[src/rtl/alu_arbiter.sv]
// Two-port round-robin arbiter sharing one combinational ALU; 1-cycle result latency.
// A port is not granted while its response slot is full and not draining.

module alu #(
  parameter int WIDTH = 8
) (
  input  logic [2:0]       opcode,
  input  logic [WIDTH-1:0] a,
  input  logic [WIDTH-1:0] b,
  output logic [WIDTH-1:0] res,
  output logic             zero,
  output logic             ovf
);

  localparam logic [2:0] OP_ADD = 3'd0;
  localparam logic [2:0] OP_AND = 3'd1;
  localparam logic [2:0] OP_NOT = 3'd2;

  always_comb begin
    res = '0;
    ovf = 1'b0;
    case (opcode)
      OP_ADD: begin
        res = a + b;
        // Signed overflow: like-signed operands producing an opposite-signed sum.
        ovf = (a[WIDTH-1] == b[WIDTH-1]) && (res[WIDTH-1] != a[WIDTH-1]);
      end
      OP_AND:  res = a & b;
      OP_NOT:  res = ~a;
      default: res = '0;
    endcase
    zero = (res == '0);
  end

endmodule

module alu_arbiter #(
  parameter int WIDTH = 8,
  parameter int CNT_W = 16
) (
  input  logic             clk,
  input  logic             rst_n,
  input  logic [1:0]       req_valid,
  output logic [1:0]       req_ready,
  input  logic [2:0]       req_opcode0,
  input  logic [2:0]       req_opcode1,
  input  logic [WIDTH-1:0] req_a0,
  input  logic [WIDTH-1:0] req_b0,
  input  logic [WIDTH-1:0] req_a1,
  input  logic [WIDTH-1:0] req_b1,
  output logic [1:0]       rsp_valid,
  input  logic [1:0]       rsp_ready,
  output logic [WIDTH-1:0] rsp_res0,
  output logic [WIDTH-1:0] rsp_res1,
  output logic [1:0]       rsp_zero,
  output logic [1:0]       rsp_ovf,
  output logic [CNT_W-1:0] op_count
);

  typedef struct packed {
    logic [2:0]       opcode;
    logic [WIDTH-1:0] a;
    logic [WIDTH-1:0] b;
  } alu_req_t;

  typedef struct packed {
    logic [WIDTH-1:0] res;
    logic             zero;
    logic             ovf;
  } alu_rsp_t;

  alu_req_t         req_dat [2];
  alu_req_t         sel_dat;
  alu_rsp_t         alu_dat;
  alu_rsp_t         rsp_dat [2];
  logic [1:0]       rsp_vld;
  logic [1:0]       elig;
  logic [1:0]       grant;
  logic             last_grant;
  logic [CNT_W-1:0] cnt;

  assign req_dat[0] = '{opcode: req_opcode0, a: req_a0, b: req_b0};
  assign req_dat[1] = '{opcode: req_opcode1, a: req_a1, b: req_b1};

  // A full slot that is being consumed this cycle can accept a new result.
  assign elig = req_valid & (~rsp_vld | rsp_ready);

  always_comb begin
    grant = 2'b00;
    if (rst_n) begin
      if (elig == 2'b11) grant = last_grant ? 2'b01 : 2'b10;
      else               grant = elig;
    end
  end

  assign req_ready = grant;
  assign sel_dat   = grant[1] ? req_dat[1] : req_dat[0];

  alu #(.WIDTH(WIDTH)) u_alu (
    .opcode (sel_dat.opcode),
    .a      (sel_dat.a),
    .b      (sel_dat.b),
    .res    (alu_dat.res),
    .zero   (alu_dat.zero),
    .ovf    (alu_dat.ovf)
  );

  always_ff @(posedge clk or negedge rst_n) begin
    if (!rst_n) begin
      last_grant <= 1'b1;
      cnt        <= '0;
    end else if (|grant) begin
      last_grant <= grant[1];
      cnt        <= cnt + CNT_W'(1);
    end
  end

  for (genvar i = 0; i < 2; i++) begin : g_slot
    always_ff @(posedge clk or negedge rst_n) begin
      if (!rst_n) begin
        rsp_vld[i] <= 1'b0;
        rsp_dat[i] <= '0;
      end else if (grant[i]) begin
        rsp_vld[i] <= 1'b1;
        rsp_dat[i] <= alu_dat;
      end else if (rsp_ready[i]) begin
        rsp_vld[i] <= 1'b0;
      end
    end
  end

  assign rsp_valid = rsp_vld;
  assign rsp_res0  = rsp_dat[0].res;
  assign rsp_res1  = rsp_dat[1].res;
  assign rsp_zero  = {rsp_dat[1].zero, rsp_dat[0].zero};
  assign rsp_ovf   = {rsp_dat[1].ovf, rsp_dat[0].ovf};
  assign op_count  = cnt;

endmodule
[config.mk]
export PLATFORM = sky130hd
export DESIGN_NAME = alu_arbiter
export DESIGN_NICKNAME = d
export VERILOG_FILES = /design/src/rtl/alu_arbiter.sv
export SDC_FILE = /design/constraint.sdc
export NUM_CORES = 1
export LEC_CHECK = 0
export BUFFER_PORTS_ARGS = -buffer_cell sky130_fd_sc_hd__buf_2
export CORE_AREA = 2 2 76 78
export DETAILED_ROUTE_END_ITERATION = 12
export DIE_AREA = 0 0 78 80
export PLACE_DENSITY_LB_ADDON = 0.05
export SYNTH_ARGS = -nofsm -noshare
export SYNTH_HDL_FRONTEND = slang
export SYNTH_SLANG_ARGS = --single-unit
[constraint.sdc]
create_clock -name clk -period 10.5 [get_ports clk]
set_input_delay 2.1 -clock clk [delete_from_list [all_inputs] [get_ports clk]]
set_output_delay 2.1 -clock clk [all_outputs]
set_load 0.005 [all_outputs]
---- Word level (Yosys, flattened, before mapping) ----
Cells that the tools add are included.
storage, ports and cells
  output and inout bits ................... 40
  input port bits ......................... 44
  register bits ........................... 39
  logic and storage cells ................. 38
operators by class
  add/sub/neg operators ................... 2
  equal/unequal tests ..................... 5
  mux-type cells .......................... 10
  reductions and logical operators ........ 6
  bitwise logic cells ..................... 5
operators with widths
  operator                                                               number
  8-bit one-hot mux with 3 select lines                                  1
  19-bit two-way mux                                                     1
  16-bit by 1-bit adder with 16-bit output, second input constant        1
  8-bit adder                                                            1
  8-bit AND                                                              1
  8-bit logical NOT                                                      1
  8-bit NOT                                                              1
  2-bit two-way mux                                                      3
  1-bit two-way mux                                                      5
  2-bit nonzero test                                                     2
  3-bit by 1-bit equality test with 1-bit output, second input constant  1
  3-bit by 2-bit equality test with 1-bit output, second input constant  1
  3-bit logical NOT                                                      1
  2-bit AND                                                              1
  2-bit equality test, second input constant                             1
  2-bit NOT                                                              1
  2-bit OR                                                               1
  2-bit OR reduction                                                     1
  1-bit equality test                                                    1
  1-bit logical AND                                                      1
  1-bit inequality test                                                  1

---- Longest topological paths before layout ----
  depth in word-level cells ............... 11
  depth in mapped cells ................... 17
  mapped depth without buffers ............ 15

---- Modules after synthesis ----
Synthesis repeated with hierarchy kept, for this count alone.
second synthesis, totals
  cells, all modules ...................... 224
  area, all modules ....................... 2565.0 um^2
modules (own cells, without submodules)
  module       times used  sequential area each (um^2)  area each (um^2)  cells each
  alu_arbiter  1           977.2                        1943.1            142
  alu          1           0.0                          621.8             82

---- Worst setup path after synthesis ----
Ideal clock, no wire load.
  path kind ............................... input-to-reg
  from .................................... input rsp_ready[1]
  to ...................................... register rsp_dat, in the netlist rsp_zero[1]
  library setup time ...................... 110 ps
  stages on the path ...................... 17
  setup slack ............................. 5353 ps
  buffers on the path ..................... 3
  required time ........................... 10390 ps
  arrival time ............................ 5037 ps
  path through ............................ nand2b_1 -> o211ai_4 -> buf_4 -> buf_4 -> clkbuf_1 -> nand2_1 -> nand2_1 -> ha_1 -> inv_1 -> fa_1 -> nand2b_1 -> a21oi_1 -> xor2_1 -> a221oi_1 -> and3_1 -> nand4_1 -> o41ai_1
on the way
  word-level cells in the longest chain between the ends .. 9
  elaborated cells between the ends (all ways) .. 14
  classes of those cells .................. add/sub (1); eq/ne (3); mux (4); bitwise (4); reduce/logical (2)
RTL lines
  item                                   RTL line  source
  start: declaration                     52        input logic [1:0] rsp_ready,
  2-bit OR (*)                           86        assign elig = req_valid & (~rsp_vld | rsp_ready);
  2-bit AND (*)                          86
  2-bit equality test                    91        if (elig == 2'b11) grant = last_grant ? 2'b01 : 2'b10;
  2-bit two-way mux (*)                  91
  2-bit two-way mux (*)                  90        if (rst_n) begin
  19-bit two-way mux                     97        assign sel_dat = grant[1] ? req_dat[1] : req_dat[0];
  8-bit adder (tied with other cells)    24        res = a + b;
  8-bit one-hot mux with 3 select lines  22        case (opcode)
  8-bit logical NOT                      32        zero = (res == '0);
  end signal: indexed assignment         125       rsp_dat[i] <= alu_dat;
  end: declaration                       75        alu_rsp_t rsp_dat [2];
Mark *: on every way between the ends. The rest lies on a longest branch, timed or not.
A chain may end at the register's enable or synchronous reset.

---- Worst setup path in the final report ----
  from .................................... input rst_n
  to ...................................... output req_ready[1]
on the way
  word-level cells in the longest chain between the ends .. 1
RTL lines
  item                RTL line  source
  start: declaration  42        input logic rst_n,
  2-bit two-way mux   90
  end: declaration    44        output logic [1:0] req_ready,
Every way passes these cells.

==> out/results.md <==
| Metric | This run | Unit |
| --- | --- | --- |
| Number of clock sinks | 39 | - |
| Slowest Stage Delay on Critical Path | 670 | ps |
| Die Footprint | 6240 | µm² |
| Core Rows | 27 | - |
| Die Span Y | 80 | µm |
| FF-to-FF Start | last_grant | - |
| Post-Synth Adder-Cell Area | 0.0556 | - |
| Count of flip-flops with a built-in enable after synthesis | 0 | - |
| Overall fraction of global-route tracks in use | 0.188 | - |
| Multiplexer fraction of the synthesized cell area | 0.0577 | - |
| Critical path's most frequent cell | sky130_fd_sc_hd__buf_2 | - |
| Wire length of the first global-routing pass | 9290 | µm |
| Routed wire per std cell | 12.6 | µm |
| HPWL reported at the end of detailed placement | 4230 | µm |
| Postcts setup bufs | 0 | - |
| Post-synthesis register bit count | 39 | - |
| Gate family responsible for the most delay along the worst path | buffers and inverters | - |
| Xor and xnor fraction of the mapped netlist area | 0.0771 | - |
| Critical path buffer and inverter count | 4 | - |
| Area of the core | 5410 | µm² |
| MaxCap Viol Count | 0 | - |
| Result of the run | complete, no violations | - |
| Placer's final routability congestion estimate | 0.767 | - |
| Leak | 1.59 | nW |
| Synthesis warning total | 0 | - |
| F_max | 162 | MHz |
| Clock transition at path regs | 70 | ps |
| Top_reg_cell synth | sky130_fd_sc_hd__dfrtp_1 | - |
| Portion of total power attributed to the clock network | 0.218 | - |
| Number of DRC markers after the initial detailed-route iteration | 65 | - |
| Startpoint kind of the worst setup timing path | input pin | - |
| Standard cell with the maximum stage delay on the critical path | sky130_fd_sc_hd__buf_2 | - |
| Ordered list of cells on the worst path | buf_2, and2_1, o211ai_4, buf_4, inv_1, buf_2 | - |
| Pin count of the biggest net entering global routing | 54 | - |
| IO buf count | 83 | - |
| Vias per std cell | 4.92 | - |
| Type of destination of the critical path | output pin | - |
| Required time worst endpoint | 8400 | ps |
| Distinct cells, synth | 36 | - |
| Number of vias after detailed routing | 2,124 | - |
| Global route overflow | 0 | - |
| Number of antenna cells inserted | 0 | - |
| Placed Instances | 424 | - |
| Async SR Flop Fraction | 1.00 | - |
| Clock period minus final worst setup slack | 6180 | ps |
| Worst vdd rail ir drop | 0.0856 | mV |
| Horizontal die dimension | 78 | µm |
| Number of remaining DRC errors | 0 | - |
| Sequential area share after synthesis | 0.410 | - |
| Tightest Pin Transition | 890 | ps |
| Signal arrival time at the worst endpoint | 4080 | ps |
| Most instantiated library cell after synthesis | sky130_fd_sc_hd__nand2_1 | - |
| Part of the total power dissipated in sequential elements | 0.462 | - |
| Total Nets Final | 413 | - |
| Period Utilization, post-route | 0.588 | - |
| Destination of the worst hold path | op_count[15] | - |
| Clock Latency Late Sink | 290 | ps |
| Net switching power figure | 0.140 | mW |
| Cell type with the largest total area after synthesis | sky130_fd_sc_hd__dfrtp_1 | - |
| Gate Count Post-Synth | 278 | - |
| Share of Yosys cell area claimed by the top area cell type | 0.399 | - |
| Main combinational cell family by area after synthesis | simple AND/OR/NAND/NOR gates | - |
| Final hold viol count | 0 | - |
| Hold path depth | 1 | - |
| Simple-gate share of the synthesized area | 0.241 | - |
| Switching share of power | 0.324 | - |
| Routed wire length | 5440 | µm |
| TritonCTS clock tree | yes | - |
| Synthesized-area fraction occupied by ao, oa, aoi and oai cells | 0.126 | - |
| Power share of the combinational group | 0.320 | - |
| Initial core utilization | 0.441 | - |
| Initial antenna violation count | 0 | - |
| Clock root buffer | sky130_fd_sc_hd__clkbuf_8 | - |
| RSZ-0062 raised after global routing | no | - |
| Filler-free cell count of the finished design | 432 | - |
| Drt first pass iters | 4 | - |
| Growth of design area from synthesis to finish | 23.1 | % |
| Remaining max-slew budget at the tightest pin | 0.407 | - |
| Slew Viols, Final | 0 | - |
| CTS Buffer Depth | 2 | - |
| Worst Hold Launch | op_count[15] | - |
| TNS Setup | 0 | ps |
| Syn Area/Cell | 8.58 | µm² |
| Total I/O pin count | 84 | - |
| Via count of the first global-routing pass | 1,980 | - |
| Share of post-route cells with drive strength above 1 | 0.286 | - |
| Start-to-end type of the worst setup path | input pin to output pin | - |
| Class of the tightest hold or removal check | flop to flop | - |
| Final setup fails | 0 | - |
| Cell depth of the worst flop-to-flop path | 14 | - |
| Antenna-violating nets left | 0 | - |
| Synthesized Nets | 332 | - |
| Internal | 0.293 | mW |
| CTS Buf Count | 5 | - |
| Setup slack, reg-to-reg | 6520 | ps |
| Hold buffer count at CTS | 0 | - |
| Clock H-tree levels | 2 | - |
| CTS-repair resized insts | 0 | - |
| Mapped cell area | 2390 | µm² |
| Maximum clock skew at final layout | 7.22 | ps |
| Top area cells in the synthesized netlist | sky130_fd_sc_hd__dfrtp_1, sky130_fd_sc_hd__nand2_1, sky130_fd_sc_hd__xnor2_1 | - |
| Areal power density over the cells | 148 | nW/µm² |
| Crit Path Max Fanout | 53 | - |
| Post-synth top cells | sky130_fd_sc_hd__nand2_1, sky130_fd_sc_hd__dfrtp_1, sky130_fd_sc_hd__o21ai_0 | - |
| Reg2reg end | rsp_zero[0] | - |
cell usage in the layout, fill, tap and decap left out, drive strengths merged:
| master | n |
|---|---|
| nor2 | 19 |
| dfstp | 1 |
| and3 | 5 |
| dfrtp | 38 |
| o41ai | 2 |
| or3 | 3 |
| nor3 | 7 |
| or3b | 2 |
| nor2b | 1 |
| a221o | 1 |
| o21ai | 22 |
| inv | 8 |
| o311ai | 2 |
| a221oi | 3 |
| nand3 | 4 |
| o31a | 1 |
| a2bb2oi | 1 |
| clkbuf | 8 |
| fa | 1 |
| o21a | 3 |
| ha | 9 |
| a21o | 2 |
| xor2 | 6 |
| a21oi | 7 |
| or2 | 2 |
| nand2 | 77 |
| buf | 85 |
| a2111oi | 1 |
| mux2 | 6 |
| and2 | 2 |
| nand2b | 3 |
| xnor2 | 15 |
| and4 | 1 |
| mux2i | 7 |
| o211ai | 1 |
| nand4 | 4 |
power by group through the flow:
stage | Clock, mW | Sequential, mW | Combinational, mW
global placement | 0 | 0.202 | 0.139
finish | 0.0945 | 0.200 | 0.139
floorplan | 0 | 0.203 | 0.0831
detailed placement | 0 | 0.204 | 0.141
global route | 0.105 | 0.204 | 0.158
CTS | 0.0995 | 0.201 | 0.141
layer usage:
metal | routed length (µm) | track usage
met1 | 2470 | 0.229
met2 | 2640 | 0.328
met3 | 236 | 0.0351
met4 | 92 | 0.0737
met5 | 0 | 0
final cells by class:
type,instances,area [µm²]
well taps,72,90.1
repair buffers,85,430
multi-input cells,220,1330
inverters,8,30.0
fillers,548,2470
flip-flops and latches,39,977
clock buffers,8,80.1
sequential cells by signal, indices dropped and copies added (netlist names):
name        count
last_grant      1
rsp_zero        2
op_count       16
rsp_res0        8
rsp_valid       2
rsp_ovf         2
rsp_res1        8
kinds of logic (layout without fill, tap and decap cells):
logic type | after synthesis | in the layout
XOR/XNOR | 21 | 21
multiplexers | 13 | 13
adder cells (fa/ha/maj) | 10 | 10
AO/OA/AOI/OAI | 46 | 46
flip-flops | 39 | 39
buffers and inverters | 19 | 101
AND/OR/NAND/NOR | 130 | 130
metrics by stage:
step | hold slack, ps | instance area, µm² | power (mW) | utilization | setup WS (ps)
finish | 466 | 2940 | 0.434 | 0.544 | 4320
global route | 491 | 2940 | 0.468 | 0.544 | 4060
CTS | 473 | 2940 | 0.442 | 0.544 | 4260
detailed placement | 458 | 2860 | 0.344 | 0.529 | 4250
global placement | 456 | 2860 | 0.341 | 0.529 | 4310
floorplan | 464 | 2390 | 0.286 | - | 5350
worst max path at each step:
stage | depth (start not counted) | startpoint | end | slack [ps]
6_report | 6 | rst_n | req_ready[1] | 4320
5_1_grt | 6 | rst_n | req_ready[1] | 4060
4_1_cts | 6 | rst_n | req_ready[1] | 4260
3_5_place_dp | 17 | rst_n | rsp_zero[0] | 4250
3_3_place_gp | 6 | rst_n | req_ready[1] | 4310
2_1_floorplan | 17 | rsp_ready[1] | rsp_zero[1] | 5350
No activity file was read; power rests on OpenSTA's default activity.
